[src/rtl/mempool_dma_issuer.sv]
// Issues cluster DMA bursts from control-side commands and tracks outstanding transfers, IDs and fences.
// Latency: command accepted at T drives dma_req_valid_o at T+1; done_id_o updates one cycle after a completion.
// Backpressure: cmd_ready_o drops while a burst waits for dma_req_ready_i, during fences, or at MaxOutstanding.
// Optional: define MEMPOOL_DMA_ISSUER_IRQ_EN to generate the completion interrupt pulse on irq_o.
module mempool_dma_issuer #(
  parameter int unsigned AddrWidth      = 32,
  parameter int unsigned IdWidth        = 32,
  parameter int unsigned MaxOutstanding = 4
) (
  input  logic                 clk_i,
  input  logic                 rst_i,
  input  logic [AddrWidth-1:0] cmd_src_i,
  input  logic [AddrWidth-1:0] cmd_dst_i,
  input  logic [AddrWidth-1:0] cmd_len_i,
  input  logic                 cmd_fence_i,
  input  logic                 cmd_valid_i,
  output logic                 cmd_ready_o,
  output logic [AddrWidth-1:0] dma_req_src_o,
  output logic [AddrWidth-1:0] dma_req_dst_o,
  output logic [AddrWidth-1:0] dma_req_num_bytes_o,
  output logic                 dma_req_valid_o,
  input  logic                 dma_req_ready_i,
  input  logic                 dma_backend_idle_i,
  input  logic                 dma_trans_complete_i,
  output logic [IdWidth-1:0]   next_id_o,
  output logic [IdWidth-1:0]   done_id_o,
  output logic                 busy_o,
  output logic                 err_o,
  output logic                 irq_o
);

  localparam int unsigned OutsWidth = $clog2(MaxOutstanding + 1);
  localparam logic [OutsWidth-1:0] OutsMax = OutsWidth'(MaxOutstanding);

  typedef enum logic [1:0] {
    IDLE,
    REQ,
    FENCE
  } state_t;

  state_t               state;
  logic [OutsWidth-1:0] outs;
  logic                 zero_len;

  logic cmd_fire;
  logic req_fire;
  logic cpl_ok;
  logic cpl_spurious;
  logic fence_exit;

  // Ready depends only on registered state, never on the cmd_* inputs.
  assign cmd_ready_o  = (state == IDLE) && (outs < OutsMax);
  assign busy_o       = (state != IDLE) || (outs != '0);

  assign cmd_fire     = cmd_valid_i && cmd_ready_o;
  assign req_fire     = dma_req_valid_o && dma_req_ready_i;
  assign cpl_ok       = dma_trans_complete_i && (outs != '0);
  assign cpl_spurious = dma_trans_complete_i && (outs == '0);
  assign fence_exit   = (state == FENCE) && (outs == '0) && dma_backend_idle_i;

  // Command FSM, burst request registers, outstanding count and ID counters.
  always_ff @(posedge clk_i) begin
    if (rst_i) begin
      state               <= IDLE;
      outs                <= '0;
      zero_len            <= 1'b0;
      dma_req_src_o       <= '0;
      dma_req_dst_o       <= '0;
      dma_req_num_bytes_o <= '0;
      dma_req_valid_o     <= 1'b0;
      next_id_o           <= '0;
      done_id_o           <= '0;
      err_o               <= 1'b0;
    end else begin
      // A completion with nothing in flight is dropped but remembered until reset.
      if (cpl_spurious) begin
        err_o <= 1'b1;
      end

      // A completion landing in the same cycle as an issue cancels out.
      if (req_fire && !cpl_ok) begin
        outs <= outs + OutsWidth'(1);
      end else if (!req_fire && cpl_ok) begin
        outs <= outs - OutsWidth'(1);
      end

      // Zero-length commands retire at fence exit, which only happens with outs == 0,
      // so they can never collide with a real completion here.
      if (cpl_ok || (fence_exit && zero_len)) begin
        done_id_o <= done_id_o + IdWidth'(1);
      end

      case (state)
        IDLE: begin
          if (cmd_fire) begin
            if (cmd_fence_i || (cmd_len_i == '0)) begin
              zero_len <= !cmd_fence_i;
              state    <= FENCE;
            end else begin
              dma_req_src_o       <= cmd_src_i;
              dma_req_dst_o       <= cmd_dst_i;
              dma_req_num_bytes_o <= cmd_len_i;
              dma_req_valid_o     <= 1'b1;
              next_id_o           <= next_id_o + IdWidth'(1);
              state               <= REQ;
            end
          end
        end
        REQ: begin
          if (req_fire) begin
            dma_req_valid_o <= 1'b0;
            state           <= IDLE;
          end
        end
        FENCE: begin
          if (fence_exit) begin
            // The zero-length command takes its ID only now so IDs retire in order.
            if (zero_len) begin
              next_id_o <= next_id_o + IdWidth'(1);
            end
            zero_len <= 1'b0;
            state    <= IDLE;
          end
        end
        default: state <= IDLE;
      endcase
    end
  end

`ifdef MEMPOOL_DMA_ISSUER_IRQ_EN
  // Pulse when the last outstanding transfer completes or a zero-length command retires.
  always_ff @(posedge clk_i) begin
    if (rst_i) begin
      irq_o <= 1'b0;
    end else begin
      irq_o <= (cpl_ok && !req_fire && (outs == OutsWidth'(1))) || (fence_exit && zero_len);
    end
  end
`else
  assign irq_o = 1'b0;
`endif

endmodule

[config.mk]
export PLATFORM = sky130hd
export DESIGN_NAME = mempool_dma_issuer
export DESIGN_NICKNAME = d
export VERILOG_FILES = /design/src/rtl/mempool_dma_issuer.sv
export SDC_FILE = /design/constraint.sdc
export NUM_CORES = 1
export LEC_CHECK = 0
export BUFFER_PORTS_ARGS = -buffer_cell sky130_fd_sc_hd__buf_2
export CAP_MARGIN = 20
export CORE_UTILIZATION = 49
export CTS_CLUSTER_DIAMETER = 150
export CTS_CLUSTER_SIZE = 25
export DETAILED_ROUTE_END_ITERATION = 10
export GPL_ROUTABILITY_DRIVEN = 0
export PLACE_DENSITY_LB_ADDON = 0.05
export SLEW_MARGIN = 20
export SYNTH_ARGS = -nofsm -noshare
export SYNTH_HDL_FRONTEND = slang
export SYNTH_SLANG_ARGS = --single-unit
[constraint.sdc]
create_clock -name clk_i -period 2.49 [get_ports clk_i]
set_input_delay 0.249 -clock clk_i [delete_from_list [all_inputs] [get_ports clk_i]]
set_output_delay 0.249 -clock clk_i [all_outputs]
set_load 0.02 [all_outputs]
## Word-level counts from Yosys, hierarchy flattened

Index checks and enable logic that the tools add are counted.

| cells by class | value |
|---|---|
| $add $sub $neg | 4 |
| magnitude comparators | 1 |
| eq/ne operators | 8 |
| multiplexer cells | 20 |
| bitwise logic cells | 1 |
| reduce and logical (&&, ||, !) cells | 29 |

Operator list:

| cell | count |
|---|---|
| 32-bit 2-to-1 mux | 4 |
| 32-bit by 1-bit adder with 32-bit output (second input constant) | 2 |
| 32-bit one-hot mux with 2 select lines | 1 |
| 32-bit zero test | 1 |
| 1-bit logical AND | 10 |
| 2-bit inequality test (second input constant) | 5 |
| 2-bit 2-to-1 mux | 4 |
| 4-bit AND reduction | 2 |
| 2-bit nonzero test | 4 |
| 1-bit 2-to-1 mux | 6 |
| 3-bit 2-to-1 mux | 2 |
| 2-bit one-hot mux with 3 select lines | 1 |
| 3-bit AND reduction | 2 |
| 5-bit AND reduction | 1 |
| 1-bit one-hot mux with 2 select lines | 2 |
| 3-bit by 1-bit adder with 3-bit output (second input constant) | 1 |
| 1-bit zero test | 3 |
| 3-bit zero test | 1 |
| 1-bit logical OR | 3 |
| 3-bit < comparator (second input constant) | 1 |
| 3-bit nonzero test | 1 |
| 3-bit by 1-bit subtractor with 3-bit output (second input constant) | 1 |
| 2-bit by 1-bit == test with 1-bit output (second input constant) | 1 |
| 2-bit == test (second input constant) | 1 |
| other kinds (3) | 3 |

| word-level totals | value |
|---|---|
| flip-flop bits (word level) | 168 |
| input port bits | 103 |
| output and inout port bits | 165 |
| logic and storage cells | 73 |

## Logic depth before layout (Yosys ltp)

Gate-level depths: netlist of run 1.

| logic depth | value |
|---|---|
| word-level depth | 5 |
| depth in mapped cells | 9 |
| depth with buffers taken out | 8 |

## Worst setup path after synthesis of run 1

OpenSTA, ideal clock, no wires.

| timing path | value |
|---|---|
| path type | register to register |
| start | register outs[2] |
| end | register done_id_o[28] |
| library setup time | 0.121 ns |
| data arrival time | 2.143 ns |
| required time | 2.369 ns |
| path slack | 0.226 ns |
| cell stages (with the launch flop) | 7 |
| path buffers | 1 |
| clock period less this slack | 2.264 ns |
| path through | dfxtp_1 nor3_1 mux2_2 or3_1 clkbuf_2 nor4_1 mux2_2 |

| on the way | value |
|---|---|
| word-level cells in the longest chain between the ends | 5 |
| elaborated cells between the ends (all ways) | 7 |
| classes of those cells | 7 x reduce/logical |

RTL lines:

| item | RTL line | source |
|---|---|---|
| start, declared | 42 | `logic [OutsWidth-1:0] outs;` |
| start signal, assigned | 82 | `outs <= outs + OutsWidth'(1);` |
| start signal, assigned | 84 | `outs <= outs - OutsWidth'(1);` |
| 3-bit zero test | 59 | `assign fence_exit = (state == FENCE) && (outs == '0) && dma_backend_idle_i;` |
| 1-bit logical AND (2 in a row) | 59 |  |
| 1-bit logical AND | 89 | `if (cpl_ok \|\| (fence_exit && zero_len)) begin` |
| 1-bit logical OR * | 89 |  |
| end signal, assigned | 90 | `done_id_o <= done_id_o + IdWidth'(1);` |
| end, declared | 26 | `output logic [IdWidth-1:0] done_id_o,` |

Mark *: on every way between the ends. The rest lies on a longest branch, timed or not.
A chain may end at the register's enable or synchronous reset.

## Worst setup path in the final report of run 1

| timing path | value |
|---|---|
| start | register outs[2] |
| end | register next_id_o[18] |

| on the way | value |
|---|---|
| word-level cells in the longest chain between the ends | 5 |
| elaborated cells between the ends (all ways) | 9 |
| classes of those cells | 1 x order compare; 2 x eq/ne; 6 x reduce/logical |

RTL lines:

| item | RTL line | source |
|---|---|---|
| 3-bit < comparator / 3-bit zero test (equally long branches) | 52, 59 |  |
| 1-bit logical AND, on equally long branches | 52, 59 |  |
| 1-bit logical AND, on equally long branches | 55, 59 |  |
| 2-bit inequality test (no line) | -- |  |
| 5-bit AND reduction (no line) * | -- |  |
| end signal, assigned | 104 | `next_id_o <= next_id_o + IdWidth'(1);` |
| end signal, assigned | 119 | `next_id_o <= next_id_o + IdWidth'(1);` |
| end, declared | 25 | `output logic [IdWidth-1:0] next_id_o,` |

Marks and branches as above.

==> key figures, run 1 <==
STA
  – Max Clk Rate: roughly 430 MHz
  – Setup TNS: 0 ns
  – Setup Viol. Count Final: 0
  – Unrepaired setup endpoints after global routing: false
  – Min Tclk post-route: between 2 and 2.5 ns
  – Clk_skew: approximately 0.012 ns
  – Slew headroom: between 50% and 60%
  – Fin. Hold Viols: 0
  – Slew Viols, Final: 0
  – Crit share post-route: between 90% and 100%
  – Worst-margin pin slew: roughly 0.68 ns

Drt
  – Drt pass-1 iters: 5
  – Antenna viol nets, final: 0
  – Initial DRC count: roughly 460
  – Wire per inst: 14.0 um
  – Routed WL: between 15000 and 20000 um
  – DRC: 0
  – Via count: 6845
  – Vias per inst: about 5.2

Setup path
  – Critical path launch point type: register
  – Worst-path fanout max: 14
  – Reg2reg start: outs[2]
  – Critical Path RT: ~2.9 ns
  – Reg2reg end: next_id_o[18]
  – R2R setup slack: around 0.16 ns
  – CP Capture Type: register
  – CP Class: register to register
  – Last element of the critical path: next_id_o[18]
  – Launch point of the critical path: outs[2]
  – Critical path data arrival time: between 2 and 3 ns
  – Worst R2R Path Depth: 5

Layout
  – Area grow syn2layout: 31.7%
  – Ratio of cells with drive above 1 in the final layout: between 20 and 30%
  – Number of fill cells: between 1000 and 1500
  – Final #Nets: 1220

Die
  – Initial Util: between 50 and 60%
  – Core area: 0.0138 mm2
  – Row cnt: 43
  – Top-level I/O count: approximately 270
  – Die Span Y: 121 um
  – Chip width: ~120 um
  – DIE AREA: between 0.01 and 0.015 mm2

Job
  – MaxCap Viol Count: 0

Synthesis
  – Post-synth EDFFs: 0
  – Async set-or-reset flop fraction in the synthesized netlist: 0%
  – Register area share after synthesis: around half
  – Syn nets: ~970
  – Yosys warning total: 0
  – Syn Inst Count: 859
  – Post-Syn Area: ~0.0069 mm2
  – Ys flop type: dfxtp_1
  – Avg Cell Area, Syn: about 8 um2
  – Yosys reg bits: 168
  – Synth cell types: between 40 and 50

CTS
  – CTS Buf Count: 17
  – # H-tree levels: 4
  – Max Buffers Root-to-Sink: 2
  – # resized after CTS: 0
  – CTS Root Cell: clkbuf_16
  – Cts hold-fix bufs: 0
  – Clock sinks: approximately 170
  – Worst-path clk slew: around 0.060 ns
  – CTS tree: built
  – Number of post-CTS setup repair buffers: 0
  – Clock Latency Late Sink: about 0.43 ns

GRT
  – GR Util All Layers: 24.7%
  – Initial antenna violation count: 2
  – Global-route wire length before repair: 28800 um
  – Grt total ovfl: 0
  – Vias in the first global route: between 5000 and 6000
  – Largest net degree at the start of global routing: slightly above 90

Placed design
  – # port buffers: between 200 and 300
  – HPWL Detailed: roughly 13000 um

Min path
  – Worst Hold Class: input pin to register

Power
  – IR drop worst, VDD: around 0.58 mV
  – Final Power: 7.36 mW
  – Static Leak: ~3.8 nW
  – Power Dens Cells: approximately 810 mW/mm2

Outcome
  – Outcome: complete, no violations
## cell usage in the layout (no fill, tap or decap), types with 2 or more instances in the layout
cell / count
buf_2: 265
nand2_1: 216
dfxtp_1: 168
a21oi_1: 136
nor2_1: 38
or4_1: 26
nand3_1: 24
nor4_1: 23
o31ai_1: 22
xnor2_1: 22
buf_4: 22
clkbuf_16: 17
or3_1: 16
o21ai_0: 16
nand4_1: 15
inv_1: 14
nor3_1: 11
and3_1: 6
clkbuf_1: 6
nor3b_1: 4
and4_1: 4
xor2_1: 4
bufinv_16: 4
buf_12: 4
o311ai_1: 3
mux2i_1: 3
mux2_2: 3
nor4b_1: 3
nor2b_1: 3
ha_1: 3
diode_2: 2
a31o_2: 2
clkinv_2: 2
clkinvlp_4: 2
## stage by stage
step                hold slack (ns)  cells  cell area [um2]  utilization (%)  setup WS [ns]
floorplan                     0.385    859             6920                -          0.226
global placement              0.438   1274             8500             61.5          0.202
detailed placement            0.443   1274             8500             61.5          0.171
CTS                          0.0399   1306             9110             65.9          0.152
global route                 0.0463   1307             9110             65.9         0.0240
finish                       0.0546   1308             9110             65.9          0.157
## cell families after synthesis
family,Yosys count,share of synthesized area (%)
mux,6,0.922
flops,168,48.6
compound gates,185,14.9
xor+xnor,26,3.29
buf+inv,70,4.07
fa+ha+maj,4,0.832
other cells,1,0.0542
simple gates,399,27.4
## flip-flops by register name (all words and copies together) (netlist names)
signal               count
outs                     3
done_id_o               32
next_id_o               32
err_o                    1
state                    2
dma_req_src_o           32
dma_req_valid_o          1
dma_req_dst_o           32
zero_len                 1
dma_req_num_bytes_o     32
## per-layer routing
metal / routed length (um) / vias to the layer above / global-route usage, %
li1: - / 3506 / -
met1: 7860 / 3107 / 29.4
met2: 8810 / 200 / 39.9
met3: 1250 / 32 / 8.08
met4: 459 / 0 / 12.1
met5: 0 / - / 0
## area by class of cell
cell class	count	area (um2)	area share (%)
Clock buffer	24	462	5.07
Inverter	14	52.6	0.577
Antenna cell	2	5.00	0.0549
Timing Repair Buffer	291	1570	17.2
Tap cell	180	225	2.47
Sequential cell	168	3360	36.9
Clock inverter	8	145	1.59
Multi-Input combinational cell	621	3290	36.1
## worst min path at each step
stage	startpoint	endpoint	cells after the start
4_1_cts	cmd_dst_i[20]	dma_req_dst_o[20]	3
3_5_place_dp	dma_req_num_bytes_o[15]	dma_req_num_bytes_o[15]	2
6_report	cmd_src_i[7]	dma_req_src_o[7]	3
5_1_grt	cmd_src_i[9]	dma_req_src_o[9]	3
3_3_place_gp	dma_req_src_o[6]	dma_req_src_o[6]	2
2_1_floorplan	cmd_len_i[0]	dma_req_num_bytes_o[0]	2
## synth_stat cells, types with 2 or more instances
library cell    n  area [um2]
nor3b_1         4        30.0
nand3_1        24         120
xor2_1          4        35.0
buf_1           3        11.3
and3_1          6        37.5
or4_1          26         195
nand4_1        15        93.8
and4_1          4        35.0
o21ai_0        16        80.1
ha_1            3        37.5
nor2_1         38         143
mux2_2          3        33.8
inv_1          14        52.6
o31ai_1        23         173
a31o_2          2        17.5
a21oi_1       136         681
nor3_1         11        55.1
dfxtp_1       168        3360
xnor2_1        22         193
nand2_1       216         811
o311ai_1        3        26.3
clkbuf_1       40         150
mux2i_1         3        30.0
nor2b_1         3        18.8
or3_1          16         100
nor4b_1         3        26.3
nor4_1         23         144
buf_2          11        55.1
## report_power, final
part	switching, mW	total (mW)	leakage [nW]	internal (mW)
registers	0.139	3.05	1.36	2.91
logic	1.02	1.58	2.13	0.560
clock network	1.03	2.73	0.288	1.70
total	2.19	7.36	3.78	5.17
## critical path, cell delays in order, from the launching register on
cell and delay [ns]:
dfxtp_1 0.36, or4b_1 0.58, o22ai_4 0.31, nand4_2 0.32, or4_1 0.56, a21oi_1 0.14
(Power assumes the default switching activity.)
==> inputs of run 2 (changes only) <==
--- a/config.mk
+++ b/config.mk
@@ -7,11 +7,12 @@
 export LEC_CHECK = 0
 export BUFFER_PORTS_ARGS = -buffer_cell sky130_fd_sc_hd__buf_2
 export CAP_MARGIN = 20
-export CORE_UTILIZATION = 49
+export CORE_UTILIZATION = 43
 export CTS_CLUSTER_DIAMETER = 150
 export CTS_CLUSTER_SIZE = 25
 export DETAILED_ROUTE_END_ITERATION = 10
 export GPL_ROUTABILITY_DRIVEN = 0
+export HOLD_SLACK_MARGIN = 0.06
 export PLACE_DENSITY_LB_ADDON = 0.05
 export SLEW_MARGIN = 20
 export SYNTH_ARGS = -nofsm -noshare
==> run 2 against run 1 <==
Against the previous run:
- worst hold slack gained 0.0091 ns
- combinational power grew 5%
- maximum frequency grew 0.92%
- sequential share of layout area shrank 2.7 points
- clock skew shrank 0.0058 ns
- via count grew 4.7%
- cell area grew 7.8%
- register-to-register slack gained 0.02 ns
- sequential power is essentially flat
- non-clock buffer count grew 60
- critical endpoint is now done_id_o[28]
- largest cell class unchanged
==> key figures, run 2 (same netlist as run 1, synthesis figures left out) <==
Die
  – Core area: approximately 0.016 mm2
  – Chip width: roughly 130 um
  – Die Span Y: around 130 um
  – Top-level I/O count: 268
  – Initial Util: between 40 and 50%
  – DIE AREA: around 0.017 mm2
  – Row cnt: 46

Layout
  – Antenna diodes: 0
  – Design area: ~0.0098 mm2
  – Ratio of cells with drive above 1 in the final layout: between 20% and 30%
  – Final #Nets: 1280
  – Fin cells: 1402
  – Most common cell after layout, fill and taps aside: buf_2
  – Multi-input logic area: approximately 0.0033 mm2
  – Most frequent cells in the layout: buf_2 (265), nand2_1 (216), dfxtp_1 (168)
  – Register area: around 0.0034 mm2
  – Area grow syn2layout: 41.9%
  – Number of fill cells: between 1000 and 1500

STA
  – Worst-margin pin slew: 0.666 ns
  – Crit share post-route: approximately 93%
  – Setup TNS: 0 ns
  – Setup Viol. Count Final: 0
  – Clk_skew: 0.00610 ns
  – Max Clk Rate: 433 MHz
  – Unrepaired setup endpoints after global routing: false
  – Slew Viols, Final: 0
  – Slew headroom: a little under three fifths
  – Min Tclk post-route: roughly 2.3 ns
  – Fin. Hold Viols: 0

GRT
  – Largest net degree at the start of global routing: 91
  – Global-route wire length before repair: approximately 31000 um
  – Grt total ovfl: 0
  – Initial antenna violation count: 1
  – GR Util All Layers: 23.1%
  – Vias in the first global route: 6252

Job
  – MaxCap Viol Count: 0

Drt
  – DRC: 0
  – Initial DRC count: 393
  – Highest Signal Layer: met5
  – Routed WL: between 15000 and 20000 um
  – Met3 WL: 1400 um
  – Met1 WL: around 8700 um
  – Wire per inst: 14.1 um
  – Via count: between 7000 and 8000
  – DR WL met2: just over 9000 um
  – Antenna viol nets, final: 0
  – Vias per inst: slightly above 5
  – Drt pass-1 iters: 5

Placed design
  – Placed Cells: roughly 1300
  – HPWL Detailed: 13000 um
  – # port buffers: 266
  – Placed inst area: ~0.0085 mm2

Setup path
  – CP Capture Type: register
  – CP Class: register to register
  – Critical Path RT: ~2.8 ns
  – Worst-path fanout max: 8
  – Critical path data arrival time: between 2 and 3 ns
  – Critical path launch point type: register

CTS
  – CTS tree: built
  – CTS Root Cell: clkbuf_16
  – Clock Latency Late Sink: 0.42 ns
  – Worst-path clk slew: roughly 0.060 ns
  – CTS Buf Count: 17
  – Clock sinks: about 170
  – # H-tree levels: 4
  – Max Buffers Root-to-Sink: 2

Power
  – IR drop worst, VDD: between 0.5 and 0.6 mV
  – Power Dens Cells: between 700 and 800 mW/mm2
  – Final Power: about 7.7 mW
  – Static Leak: a little over 4 nW

Outcome
  – Outcome: complete, no violations

Min path
  – Worst Hold Class: input pin to register
[run 2: power breakdown]
group | total, mW | switching, mW | internal [mW]
logic | 1.66 | 1.04 | 0.620
clock network | 3.00 | 1.08 | 1.91
registers | 3.05 | 0.137 | 2.91
[run 2: stage by stage]
stage | hold WS, ns | util, % | worst slack, ns
after global routing | 0.0609 | 62.3 | 0.0269
after global placement | 0.439 | 54.1 | 0.203
after floorplan | 0.385 | - | 0.226
after CTS | 0.0601 | 62.1 | 0.124
final | 0.0636 | 62.3 | 0.178
after detailed placement | 0.443 | 54.1 | 0.138
[run 2: worst paths after layout]
path                      from                end  slack [ns]  cells after the start
max                   state[1]      done_id_o[28]        0.18                      5
max reg2reg           state[1]      done_id_o[28]        0.18                      5
min              cmd_dst_i[28]  dma_req_dst_o[28]        0.06                      3
min reg2reg  dma_req_dst_o[14]  dma_req_dst_o[14]        0.45                      2
[run 2: routing by layer]
layer  global-route usage [%]  up-vias
li1                         -     3618
met1                     29.5     3270
met2                     35.9      235
met3                     6.94       42
met4                     10.8        2
met5                        0        -
[run 2: final cells by class]
type | count | share of cell area, %
flip-flops and latches | 168 | 34.2
multi-input cells | 621 | 33.6
repair buffers | 351 | 22.0
clock buffers | 21 | 4.59
well taps | 216 | 2.75
clock inverters | 11 | 2.23
inverters | 14 | 0.535
[run 2: critical path: stages, from the launching register on]
cell      delay [ns]
dfxtp_1         0.44
nand4b_1        0.24
mux2_2          0.34
or3_1           0.48
nor4_2          0.34
mux2_2          0.36
[run 2: repair_timing]
action	4_1_cts	5_1_grt
endpoints found under the hold margin	60	1
setup buffers	0	0
resized for setup	0	2
setup endpoints to repair	0	3
hold buffers	60	1
==> inputs of run 3 (changes only) <==
--- a/config.mk
+++ b/config.mk
@@ -14,6 +14,7 @@
 export GPL_ROUTABILITY_DRIVEN = 0
 export HOLD_SLACK_MARGIN = 0.06
 export PLACE_DENSITY_LB_ADDON = 0.05
+export REMOVE_ABC_BUFFERS = 1
 export SLEW_MARGIN = 20
 export SYNTH_ARGS = -nofsm -noshare
 export SYNTH_HDL_FRONTEND = slang
==> run 3 against run 2 <==
Against the previous run:
- core utilization rose by 0.71 points
- register-to-register slack improved by 0.04 ns
- global-route usage increased by 0.37 points
- sequential cell count did not move
- maximum frequency down 3.7%
- largest cell class unchanged
- largest power group unchanged
==> key figures, run 3 (same netlist as run 1, synthesis figures left out) <==
Layout
  – Number of fill cells: about 1400
  – Antenna diodes: 0
  – Area grow syn2layout: 43.5%
  – Most frequent cells in the layout: buf_2 (265), nand2_1 (216), dfxtp_1 (168)
  – Final #Nets: roughly 1300
  – Most common cell after layout, fill and taps aside: buf_2
  – Post-Route Utilization: between 60% and 70%
  – Ratio of cells with drive above 1 in the final layout: 27.7%
  – Fin cells: between 1000 and 1500
  – Design area: approximately 0.0099 mm2

Setup path
  – Worst-path fanout max: 96
  – Critical Path RT: about 2.8 ns
  – CP peak stage delay: 0.55 ns
  – CP Class: input pin to register
  – CP max stage cell: dlygate4sd3_1
  – CP delay by family, top: buffers and inverters
  – CP Capture Type: register
  – Worst Path Buf+Inv: 3
  – Worst path cell trace: dlygate4sd3_1, buf_2, nor4_1, nand4_1, o211ai_1, buf_12, nand2_1, a21oi_1
  – Critical path data arrival time: around 2.8 ns
  – Critical path launch point type: input pin

GRT
  – Vias in the first global route: 6384
  – GR Util All Layers: about a quarter
  – Grt total ovfl: 0
  – Initial antenna violation count: 0
  – Global-route wire length before repair: between 30000 and 40000 um
  – Largest net degree at the start of global routing: 97

CTS
  – CTS tree: built
  – Clock Latency Late Sink: 0.43 ns
  – Worst-path clk slew: roughly 0.07 ns
  – Number of post-CTS setup repair buffers: 0
  – CTS Buf Count: 17
  – Max Buffers Root-to-Sink: 2
  – Clock sinks: roughly 170
  – CTS Root Cell: clkbuf_16
  – # H-tree levels: 4

STA
  – Clk_skew: between 0.008 and 0.009 ns
  – Unrepaired setup endpoints after global routing: false
  – Slew headroom: 62.6%
  – Slew Viols, Final: 0
  – Fin. Hold Viols: 0
  – Crit share post-route: about 96%
  – Setup TNS: 0 ns
  – Max Clk Rate: between 400 and 500 MHz
  – Final WS setup: about 0.09 ns
  – Min Tclk post-route: approximately 2.4 ns
  – Worst hold margin: 0.0709 ns
  – Setup Viol. Count Final: 0
  – Worst-margin pin slew: 0.561 ns

Power
  – IR drop worst, VDD: 0.486 mV
  – Power Dens Cells: around 760 mW/mm2
  – Final Power: roughly 7.6 mW
  – Static Leak: slightly above 4 nW

Drt
  – Antenna viol nets, final: 0
  – Vias per inst: 5.07
  – Initial DRC count: between 300 and 400
  – Met3 WL: ~1100 um
  – Routed WL: roughly 20000 um
  – Drt pass-1 iters: 4
  – DR WL met2: 9670 um
  – Wire per inst: 14.2 um
  – Highest Signal Layer: met4
  – Via count: about 7000
  – Met1 WL: 8940 um
  – DRC: 0

Die
  – Core area: roughly 0.016 mm2
  – DIE AREA: 0.0166 mm2
  – Top-level I/O count: between 200 and 300
  – Die Span Y: roughly 130 um
  – Chip width: between 100 and 150 um
  – Initial Util: a little over two fifths
  – Row cnt: 46

Min path
  – Worst Hold Class: input pin to register

Placed design
  – Placed Cells: approximately 1300
  – Post-placement setup slack: roughly 0.17 ns
  – Placed inst area: 0.00855 mm2
  – # port buffers: around 270
  – HPWL Detailed: 13300 um

Job
  – MaxCap Viol Count: 0

Outcome
  – Outcome: complete, no violations
-- run 3: cell types whose count changed in the layout (fill, tap and decap cells not counted), sizes merged --
cell,previous run,this run
buf,290,292
bufinv,6,4
clkinv,3,2
clkinvlp,1,3
dlygate4sd3,61,74
-- run 3: layout make-up --
type | count | area (um2) | area share, %
timing repair buffer | 366 | 2320 | 23.4
tap | 216 | 270 | 2.72
multi-input combinational | 621 | 3300 | 33.2
inverter | 14 | 52.6 | 0.529
clock inverter | 10 | 169 | 1.70
clock buffer | 21 | 460 | 4.64
sequential | 168 | 3360 | 33.9
-- run 3: final timing paths --
path,from,to,slack (ns),cells after the start
worst min-delay path,cmd_len_i[19],dma_req_num_bytes_o[19],0.07,3
worst max register to register,outs[2],next_id_o[19],0.22,5
worst min register to register,dma_req_num_bytes_o[30],dma_req_num_bytes_o[30],0.45,2
worst max-delay path,cmd_len_i[26],dma_req_src_o[31],0.09,8
-- run 3: what timing repair did --
item,in CTS,in global routing
gates resized for setup,0,1
hold endpoints to repair,74,0
endpoints found under the setup margin,0,1
hold buffers,74,0
-- run 3: tightest hold or removal path: cells and delay by family --
kind	cells	cell delay (ns)
AO/OA/AOI/OAI	1	0.05
buffers and inverters	1	0.11
AND/OR/NAND/NOR	1	0.05
-- run 3: where the power goes --
| part | total (mW) | switching, mW | internal [mW] |
|---|---|---|---|
| clock | 2.83 | 1.10 | 1.73 |
| combinational | 1.69 | 1.04 | 0.645 |
| sequential | 3.05 | 0.138 | 2.91 |
-- run 3: metal layers --
metal / track usage (%) / vias to the layer above
li1: - / 3650
met4: 10.1 / 0
met2: 38.9 / 198
met3: 5.61 / 34
met5: 0 / -
met1: 29.1 / 3297
